==> src/rtl/decode_queue.sv <==
// RV32I decode queue: words are decoded on acceptance and held in a DEPTH-entry
// circular buffer whose head entry is offered to issue under valid/ready.
package decode_queue_pkg;

  typedef enum logic [4:0] {
    OP_NONE  = 5'd0,
    OP_ADD   = 5'd1,
    OP_SUB   = 5'd2,
    OP_SLL   = 5'd3,
    OP_SLT   = 5'd4,
    OP_SLTU  = 5'd5,
    OP_XOR   = 5'd6,
    OP_SRL   = 5'd7,
    OP_SRA   = 5'd8,
    OP_OR    = 5'd9,
    OP_AND   = 5'd10,
    OP_LB    = 5'd11,
    OP_LH    = 5'd12,
    OP_LW    = 5'd13,
    OP_LBU   = 5'd14,
    OP_LHU   = 5'd15,
    OP_SB    = 5'd16,
    OP_SH    = 5'd17,
    OP_SW    = 5'd18,
    OP_BEQ   = 5'd19,
    OP_BNE   = 5'd20,
    OP_BLT   = 5'd21,
    OP_BGE   = 5'd22,
    OP_BLTU  = 5'd23,
    OP_BGEU  = 5'd24,
    OP_JAL   = 5'd25,
    OP_JALR  = 5'd26,
    OP_AUIPC = 5'd27,
    OP_LUI   = 5'd28
  } op_e;

  localparam logic [6:0] OPC_BIN   = 7'b0110011;
  localparam logic [6:0] OPC_IMM   = 7'b0010011;
  localparam logic [6:0] OPC_LD    = 7'b0000011;
  localparam logic [6:0] OPC_ST    = 7'b0100011;
  localparam logic [6:0] OPC_BR    = 7'b1100011;
  localparam logic [6:0] OPC_JAL   = 7'b1101111;
  localparam logic [6:0] OPC_JALR  = 7'b1100111;
  localparam logic [6:0] OPC_AUIPC = 7'b0010111;
  localparam logic [6:0] OPC_LUI   = 7'b0110111;

  localparam logic [6:0] F7_BASE = 7'b0000000;
  localparam logic [6:0] F7_ALT  = 7'b0100000;

  typedef struct packed {
    logic [4:0]  op;
    logic [4:0]  rd;
    logic [4:0]  rs1;
    logic [4:0]  rs2;
    logic [31:0] imm;
    logic        use_imm;
    logic        branch;
    logic        ls;
    logic        jalr;
    logic        illegal;
    logic [31:0] pc;
  } entry_t;

endpackage

module decode_queue
  import decode_queue_pkg::*;
#(
  parameter int DEPTH = 4,
  parameter int CNT_W = $clog2(DEPTH) + 1
) (
  input  logic              clk_in,
  input  logic              rst_in,
  input  logic              rdy_in,
  input  logic              flush,
  input  logic              in_valid,
  output logic              in_ready,
  input  logic [31:0]       in_inst,
  input  logic [31:0]       in_pc,
  output logic              out_valid,
  input  logic              out_ready,
  output logic [4:0]        out_op,
  output logic [4:0]        out_rd,
  output logic [4:0]        out_rs1,
  output logic [4:0]        out_rs2,
  output logic [31:0]       out_imm,
  output logic              out_use_imm,
  output logic              out_branch,
  output logic              out_ls,
  output logic              out_jalr,
  output logic              out_illegal,
  output logic [31:0]       out_pc,
  output logic [CNT_W-1:0]  count
);

  localparam int PTR_W = $clog2(DEPTH);

  entry_t             mem_q [DEPTH];
  logic [PTR_W-1:0]   wr_ptr_q, wr_ptr_d;
  logic [PTR_W-1:0]   rd_ptr_q, rd_ptr_d;
  logic [CNT_W-1:0]   count_q, count_d;

  logic [6:0]  opc_s;
  logic [2:0]  f3_s;
  logic [6:0]  f7_s;
  logic [31:0] imm_i_s, imm_sh_s, imm_st_s, imm_b_s, imm_j_s, imm_u_s;
  entry_t      raw_s;
  entry_t      dec_s;
  entry_t      head_s;
  logic        bad_s;
  logic        rd_zero_s;
  logic        enq_s;
  logic        deq_s;

  assign opc_s = in_inst[6:0];
  assign f3_s  = in_inst[14:12];
  assign f7_s  = in_inst[31:25];

  assign imm_i_s  = {{20{in_inst[31]}}, in_inst[31:20]};
  assign imm_sh_s = {27'd0, in_inst[24:20]};
  assign imm_st_s = {{20{in_inst[31]}}, in_inst[31:25], in_inst[11:7]};
  assign imm_b_s  = {{19{in_inst[31]}}, in_inst[31], in_inst[7], in_inst[30:25],
                     in_inst[11:8], 1'b0};
  assign imm_j_s  = {{11{in_inst[31]}}, in_inst[31], in_inst[19:12], in_inst[20],
                     in_inst[30:21], 1'b0};
  assign imm_u_s  = {in_inst[31:12], 12'd0};

  // Field decode of the incoming word; bad_s flags anything outside RV32I base.
  always_comb begin
    raw_s         = '0;
    raw_s.rs1     = in_inst[19:15];
    raw_s.rs2     = in_inst[24:20];
    raw_s.pc      = in_pc;
    raw_s.use_imm = 1'b1;
    bad_s         = 1'b0;
    rd_zero_s     = 1'b0;
    case (opc_s)
      OPC_BIN: begin
        raw_s.use_imm = 1'b0;
        if (f7_s == F7_BASE) begin
          case (f3_s)
            3'b000:  raw_s.op = OP_ADD;
            3'b001:  raw_s.op = OP_SLL;
            3'b010:  raw_s.op = OP_SLT;
            3'b011:  raw_s.op = OP_SLTU;
            3'b100:  raw_s.op = OP_XOR;
            3'b101:  raw_s.op = OP_SRL;
            3'b110:  raw_s.op = OP_OR;
            3'b111:  raw_s.op = OP_AND;
            default: bad_s    = 1'b1;
          endcase
        end else if (f7_s == F7_ALT) begin
          case (f3_s)
            3'b000:  raw_s.op = OP_SUB;
            3'b101:  raw_s.op = OP_SRA;
            default: bad_s    = 1'b1;
          endcase
        end else begin
          bad_s = 1'b1;
        end
      end
      OPC_IMM: begin
        raw_s.imm = imm_i_s;
        case (f3_s)
          3'b000: raw_s.op = OP_ADD;
          3'b010: raw_s.op = OP_SLT;
          3'b011: raw_s.op = OP_SLTU;
          3'b100: raw_s.op = OP_XOR;
          3'b110: raw_s.op = OP_OR;
          3'b111: raw_s.op = OP_AND;
          3'b001: begin
            raw_s.op  = OP_SLL;
            raw_s.imm = imm_sh_s;
            bad_s     = (f7_s != F7_BASE);
          end
          3'b101: begin
            raw_s.imm = imm_sh_s;
            if (f7_s == F7_BASE) begin
              raw_s.op = OP_SRL;
            end else if (f7_s == F7_ALT) begin
              raw_s.op = OP_SRA;
            end else begin
              bad_s = 1'b1;
            end
          end
          default: bad_s = 1'b1;
        endcase
      end
      OPC_LD: begin
        raw_s.imm = imm_i_s;
        raw_s.ls  = 1'b1;
        case (f3_s)
          3'b000:  raw_s.op = OP_LB;
          3'b001:  raw_s.op = OP_LH;
          3'b010:  raw_s.op = OP_LW;
          3'b100:  raw_s.op = OP_LBU;
          3'b101:  raw_s.op = OP_LHU;
          default: bad_s    = 1'b1;
        endcase
      end
      OPC_ST: begin
        raw_s.imm = imm_st_s;
        raw_s.ls  = 1'b1;
        rd_zero_s = 1'b1;
        case (f3_s)
          3'b000:  raw_s.op = OP_SB;
          3'b001:  raw_s.op = OP_SH;
          3'b010:  raw_s.op = OP_SW;
          default: bad_s    = 1'b1;
        endcase
      end
      OPC_BR: begin
        raw_s.imm    = imm_b_s;
        raw_s.branch = 1'b1;
        rd_zero_s    = 1'b1;
        case (f3_s)
          3'b000:  raw_s.op = OP_BEQ;
          3'b001:  raw_s.op = OP_BNE;
          3'b100:  raw_s.op = OP_BLT;
          3'b101:  raw_s.op = OP_BGE;
          3'b110:  raw_s.op = OP_BLTU;
          3'b111:  raw_s.op = OP_BGEU;
          default: bad_s    = 1'b1;
        endcase
      end
      OPC_JAL: begin
        raw_s.op     = OP_JAL;
        raw_s.imm    = imm_j_s;
        raw_s.branch = 1'b1;
      end
      OPC_JALR: begin
        raw_s.op     = OP_JALR;
        raw_s.imm    = imm_i_s;
        raw_s.branch = 1'b1;
        raw_s.jalr   = 1'b1;
        bad_s        = (f3_s != 3'b000);
      end
      OPC_AUIPC: begin
        raw_s.op  = OP_AUIPC;
        raw_s.imm = imm_u_s;
      end
      OPC_LUI: begin
        raw_s.op  = OP_LUI;
        raw_s.imm = imm_u_s;
      end
      default: bad_s = 1'b1;
    endcase
  end

  // Illegal words keep only register fields and PC so issue can trap precisely.
  always_comb begin
    dec_s = raw_s;
    if (bad_s) begin
      dec_s         = '0;
      dec_s.rs1     = raw_s.rs1;
      dec_s.rs2     = raw_s.rs2;
      dec_s.pc      = raw_s.pc;
      dec_s.illegal = 1'b1;
    end else if (rd_zero_s) begin
      dec_s.rd = 5'd0;
    end else begin
      dec_s.rd = in_inst[11:7];
    end
  end

  assign in_ready  = rdy_in && (count_q < CNT_W'(DEPTH));
  assign out_valid = rdy_in && (count_q != {CNT_W{1'b0}});
  assign enq_s     = in_valid && in_ready && rdy_in && !flush;
  assign deq_s     = out_valid && out_ready && rdy_in && !flush;

  // Pointer and occupancy next state; a paused queue ignores flush as well.
  always_comb begin
    wr_ptr_d = wr_ptr_q;
    rd_ptr_d = rd_ptr_q;
    count_d  = count_q;
    if (rdy_in && flush) begin
      wr_ptr_d = {PTR_W{1'b0}};
      rd_ptr_d = {PTR_W{1'b0}};
      count_d  = {CNT_W{1'b0}};
    end else begin
      if (enq_s) begin
        wr_ptr_d = wr_ptr_q + PTR_W'(1);
      end else begin
        wr_ptr_d = wr_ptr_q;
      end
      if (deq_s) begin
        rd_ptr_d = rd_ptr_q + PTR_W'(1);
      end else begin
        rd_ptr_d = rd_ptr_q;
      end
      case ({enq_s, deq_s})
        2'b10:   count_d = count_q + CNT_W'(1);
        2'b01:   count_d = count_q - CNT_W'(1);
        default: count_d = count_q;
      endcase
    end
  end

  // Queue state and entry storage.
  always_ff @(posedge clk_in) begin
    if (rst_in) begin
      wr_ptr_q <= {PTR_W{1'b0}};
      rd_ptr_q <= {PTR_W{1'b0}};
      count_q  <= {CNT_W{1'b0}};
      for (int i = 0; i < DEPTH; i++) begin
        mem_q[i] <= '0;
      end
    end else begin
      wr_ptr_q <= wr_ptr_d;
      rd_ptr_q <= rd_ptr_d;
      count_q  <= count_d;
      if (enq_s) begin
        mem_q[wr_ptr_q] <= dec_s;
      end
    end
  end

  assign head_s      = mem_q[rd_ptr_q];
  assign out_op      = head_s.op;
  assign out_rd      = head_s.rd;
  assign out_rs1     = head_s.rs1;
  assign out_rs2     = head_s.rs2;
  assign out_imm     = head_s.imm;
  assign out_use_imm = head_s.use_imm;
  assign out_branch  = head_s.branch;
  assign out_ls      = head_s.ls;
  assign out_jalr    = head_s.jalr;
  assign out_illegal = head_s.illegal;
  assign out_pc      = head_s.pc;
  assign count       = count_q;

endmodule
==> config.mk <==
export PLATFORM = sky130hd
export DESIGN_NAME = decode_queue
export DESIGN_NICKNAME = d
export VERILOG_FILES = /design/src/rtl/decode_queue.sv
export SDC_FILE = /design/constraint.sdc
export NUM_CORES = 1
export LEC_CHECK = 0
export BUFFER_PORTS_ARGS = -buffer_cell sky130_fd_sc_hd__buf_2
export CELL_PAD_IN_SITES_DETAIL_PLACEMENT = 0
export CELL_PAD_IN_SITES_GLOBAL_PLACEMENT = 2
export CORE_ASPECT_RATIO = 0.75
export CORE_MARGIN = 2
export CORE_UTILIZATION = 42
export DETAILED_ROUTE_END_ITERATION = 10
export GPL_ROUTABILITY_DRIVEN = 0
export PLACE_DENSITY = 0.86
export SLEW_MARGIN = 10
export SYNTH_ARGS = -nofsm -noshare
export SYNTH_HDL_FRONTEND = slang
export SYNTH_SLANG_ARGS = --single-unit
==> constraint.sdc <==
create_clock -name clk_in -period 3.5 [get_ports clk_in]
set_clock_uncertainty 0.1 [all_clocks]
set_input_delay 0.175 -clock clk_in [delete_from_list [all_inputs] [get_ports clk_in]]
set_output_delay 0.175 -clock clk_in [all_outputs]
set_load 0.01 [all_outputs]
==> summary.json <==
{
  "intPower_mw": 7.40,
  "cts.htree.levels": 2,
  "floorplan_die_height_microns": 176,
  "cap_viol_max_count": 0,
  "die_x_microns": 233,
  "fill_count": 3275,
  "critical_path.startpoint_type": "flip-flop",
  "number_of_enable_type_register_cells_in_the_synthesized_netlist": 356,
  "fin_ws_ns": 0.635,
  "timing.final.setup_violations": 0,
  "largest_net_degree_at_the_start_of_global_routing": 52,
  "rsz0062_at_grt": "false",
  "wire_length_of_the_first_global_routing_pass_microns": 63600,
  "critical_path.top_delay_family": "simple AND/OR/NAND/NOR gates",
  "portBuffers": 163,
  "arrival_ns": 2.97,
  "status": "finished, final reports clean",
  "stdcell_count": 1929,
  "core_outline_area_sq_um": 38600,
  "die_footprint_sq_um": 41000,
  "fin_crit_ns": 2.86,
  "fp-row-count": 62,
  "final_hold_viol_count": 0,
  "ys_async_sr_fraction_pct": 0,
  "pwr_density_cell_nw_per_um2": 476,
  "max_freq_ghz": 0.349,
  "switch_share_pct": 21.6,
  "layout.cells.most_common": "edfxtp_1",
  "part_of_the_yosys_area_used_for_sequential_elements_pct": 65.7,
  "drc_errors": 0,
  "max_slew.worst_pin.slew_ns": 0.875,
  "vias_per_cell": 5.43,
  "cp_slowest_stage_delay_ns": 0.50,
  "cp_data_required_time_ns": 3.60,
  "sinks_on_the_clock_net": 365,
  "cts_root_buffer": "clkbuf_16",
  "post_place_instance_area_sq_um": 18100,
  "drt_first_iter_violations": 1106,
  "drive_above_1_share_pct": 27.6,
  "top_level_ports": 164,
  "final_cell_area_sq_um": 19800,
  "synthesis.instances": 1176,
  "leakagePower_nw": 7.23,
  "wire_per_inst_microns": 21.9,
  "layout.nets": 1468,
  "netsw_mw": 2.04,
  "route.antenna.remaining_nets": 0,
  "dr_total_vias": 10500,
  "synthDominantCellAreaShare_pct": 64.6,
  "syn_to_final_growth_pct": 19.7,
  "cts-buffers-inserted": 38,
  "synth.avg_cell_area_sq_um": 14.1,
  "clkLatencyLatePin_ns": 0.53,
  "period_share_pct": 81.9,
  "clock_tree_from_tritoncts": "done",
  "synth-seq-cells": 365,
  "fin_worst_hold_slack_ns": 0.0119,
  "cts_resized": 0,
  "tns_ns": 0,
  "diodes": 0,
  "p_seq_share_pct": 52.9,
  "ys_dominant_reg_cell": "edfxtp_1",
  "overflow": 0,
  "first_global_vias": 10600,
  "cell_taking_the_most_area_after_synthesis": "edfxtp_1",
  "detail_route.wirelength_microns": 42200,
  "postSynthNetCount": 1254,
  "worst_slew_margin_relative_to_its_limit_pct": 41.5,
  "drt-pass1-iter-count": 5,
  "timing.hold.worst.class": "input port to flip-flop",
  "cts_buffer_depth": 3,
  "power.share.combinational_pct": 6.4,
  "critical_path_peak_fanout": 39,
  "worst_setup_path_end_kind": "flip-flop",
  "report.final.slew_viol_count": 0,
  "pre_cts_slack_ns": 0.337,
  "grt_antenna_before_repair": 0,
  "ir_drop_mv": 0.327,
  "crit_path_cell_trace": "and4bb_2 > nand2b_1 > nor2_1 > or2_4 > buf_12",
  "clk_transition_reported_paths_ns": 0.06,
  "synth.area.top_cells": "edfxtp_1 65%, mux4_2 12%, nor2_1 5.4%",
  "placedCellCount": 1811,
  "track_usage_pct": 20.8,
  "layout.core_utilization_pct": 51.4,
  "synth.distinct_cells": 73,
  "place.detailed.hpwl_microns": 26400,
  "critical_path_buf_inv_count": 1,
  "fin_total_pwr_mw": 9.44,
  "crit_type": "flip-flop to flip-flop",
  "power.share.clock_pct": 40.7,
  "yosys_warnings": 0,
  "netlist_area_sq_um": 16600,
  "starting_density_of_the_core_pct": 42.9,
  "crit_path_top_delay_cell": "or2_4",
  "layout_common_cells": "356 x edfxtp_1, 237 x nor2_1, 163 x buf_2, 89 x mux4_2, 77 x nand2_1"
}
layer usage:
| metal | up-vias | part of all wire [%] | GRT usage, % |
|---|---|---|---|
| li1 | 4777 | - | - |
| met1 | 5260 | 43 | 29.1 |
| met2 | 370 | 47 | 33.6 |
| met3 | 64 | 7.1 | 3.86 |
| met4 | 0 | 2.3 | 5.68 |
| met5 | - | 0 | 0 |
path summary, 6_finish.rpt:
check | cells after the start | slack [ns] | endpoint | startpoint
max | 5 | 0.64 | mem_q[2][55]$_SDFFCE_PN0P_ | count[2]$_SDFFE_PP0P_
max reg2reg | 5 | 0.64 | mem_q[2][55]$_SDFFCE_PN0P_ | count[2]$_SDFFE_PP0P_
min reg2reg | 2 | 0.43 | rd_ptr_q[1]$_SDFFE_PP0P_ | rd_ptr_q[1]$_SDFFE_PP0P_
min | 3 | 0.01 | count[2]$_SDFFE_PP0P_ | flush
cells in the mapped netlist (2+ instances only):
cell type  instances
or4b_2             2
buf_2             19
xnor2_1            2
clkbuf_1          43
nor2b_1           10
and3b_1            2
xor2_1             5
nand3b_1           2
a211oi_1           4
nand4_2            2
and3_2            15
and3_1             2
o22ai_1            2
nand3_1           10
buf_1             11
and2_2             5
a211o_1            2
a21o_1             3
o21ai_0           13
a21oi_1           30
inv_1             55
and2_1            47
nand4_4            3
dfxtp_1            9
buf_4              2
nand2b_1           6
or2_2              7
ha_1               7
a2111oi_0          2
a22oi_1            5
a31oi_1            2
edfxtp_1         356
nor2_1           238
mux4_2            89
mux2_2             2
a21boi_0           3
clkbuf_2           3
nor3_1            28
o311ai_0           2
o211ai_1           4
nand2_1           77
nor3b_1            9
nand4_1            6
worst min-delay path: stages:
cell	delay [ns]
buf_2	0.09
a21o_1	0.26
a21oi_1	0.06
state kept, by name, summed over array words and instances (netlist names), named ones only:
| name | count |
|---|---|
| mem_q | 356 |
| wr_ptr_q | 2 |
| count | 3 |
| rd_ptr_q | 2 |
power groups by stage:
| stage | clock [mW] | sequential [mW] | combinational (mW) |
|---|---|---|---|
| final | 3.84 | 5.00 | 0.607 |
| after global routing | 4.08 | 5.01 | 0.655 |
| after CTS | 3.92 | 5.00 | 0.614 |
| after detailed placement | 0 | 5.09 | 0.567 |
| after global placement | 0 | 5.08 | 0.566 |
| after floorplan | 0 | 5.07 | 0.297 |
final cells by class:
type / instances / area (sq um) / area share, %
Sequential cell: 365 / 10900 / 54.9
Inverter: 55 / 206 / 1.04
Clock buffer: 53 / 1070 / 5.41
Multi-Input combinational cell: 678 / 5190 / 26.2
Clock inverter: 14 / 95.1 / 0.480
Tap cell: 512 / 641 / 3.23
Timing Repair Buffer: 252 / 1740 / 8.76
repair_timing:
action	CTS	global route
endpoints found under the hold margin	193	0
hold buffers	51	0
setup buffers	0	0
logic make-up (layout without fill, tap and decap cells):
kind of cell    Yosys count  in the layout  synth area share (%)
buf+inv                 133            374                  3.23
flops                   365            365                  65.7
fa+ha+maj                 8              8                 0.650
simple gates            483            483                  14.2
xor+xnor                  7              7                 0.370
mux                      92             92                  12.3
compound gates           88             88                  3.61
(Power assumes the default switching activity.)
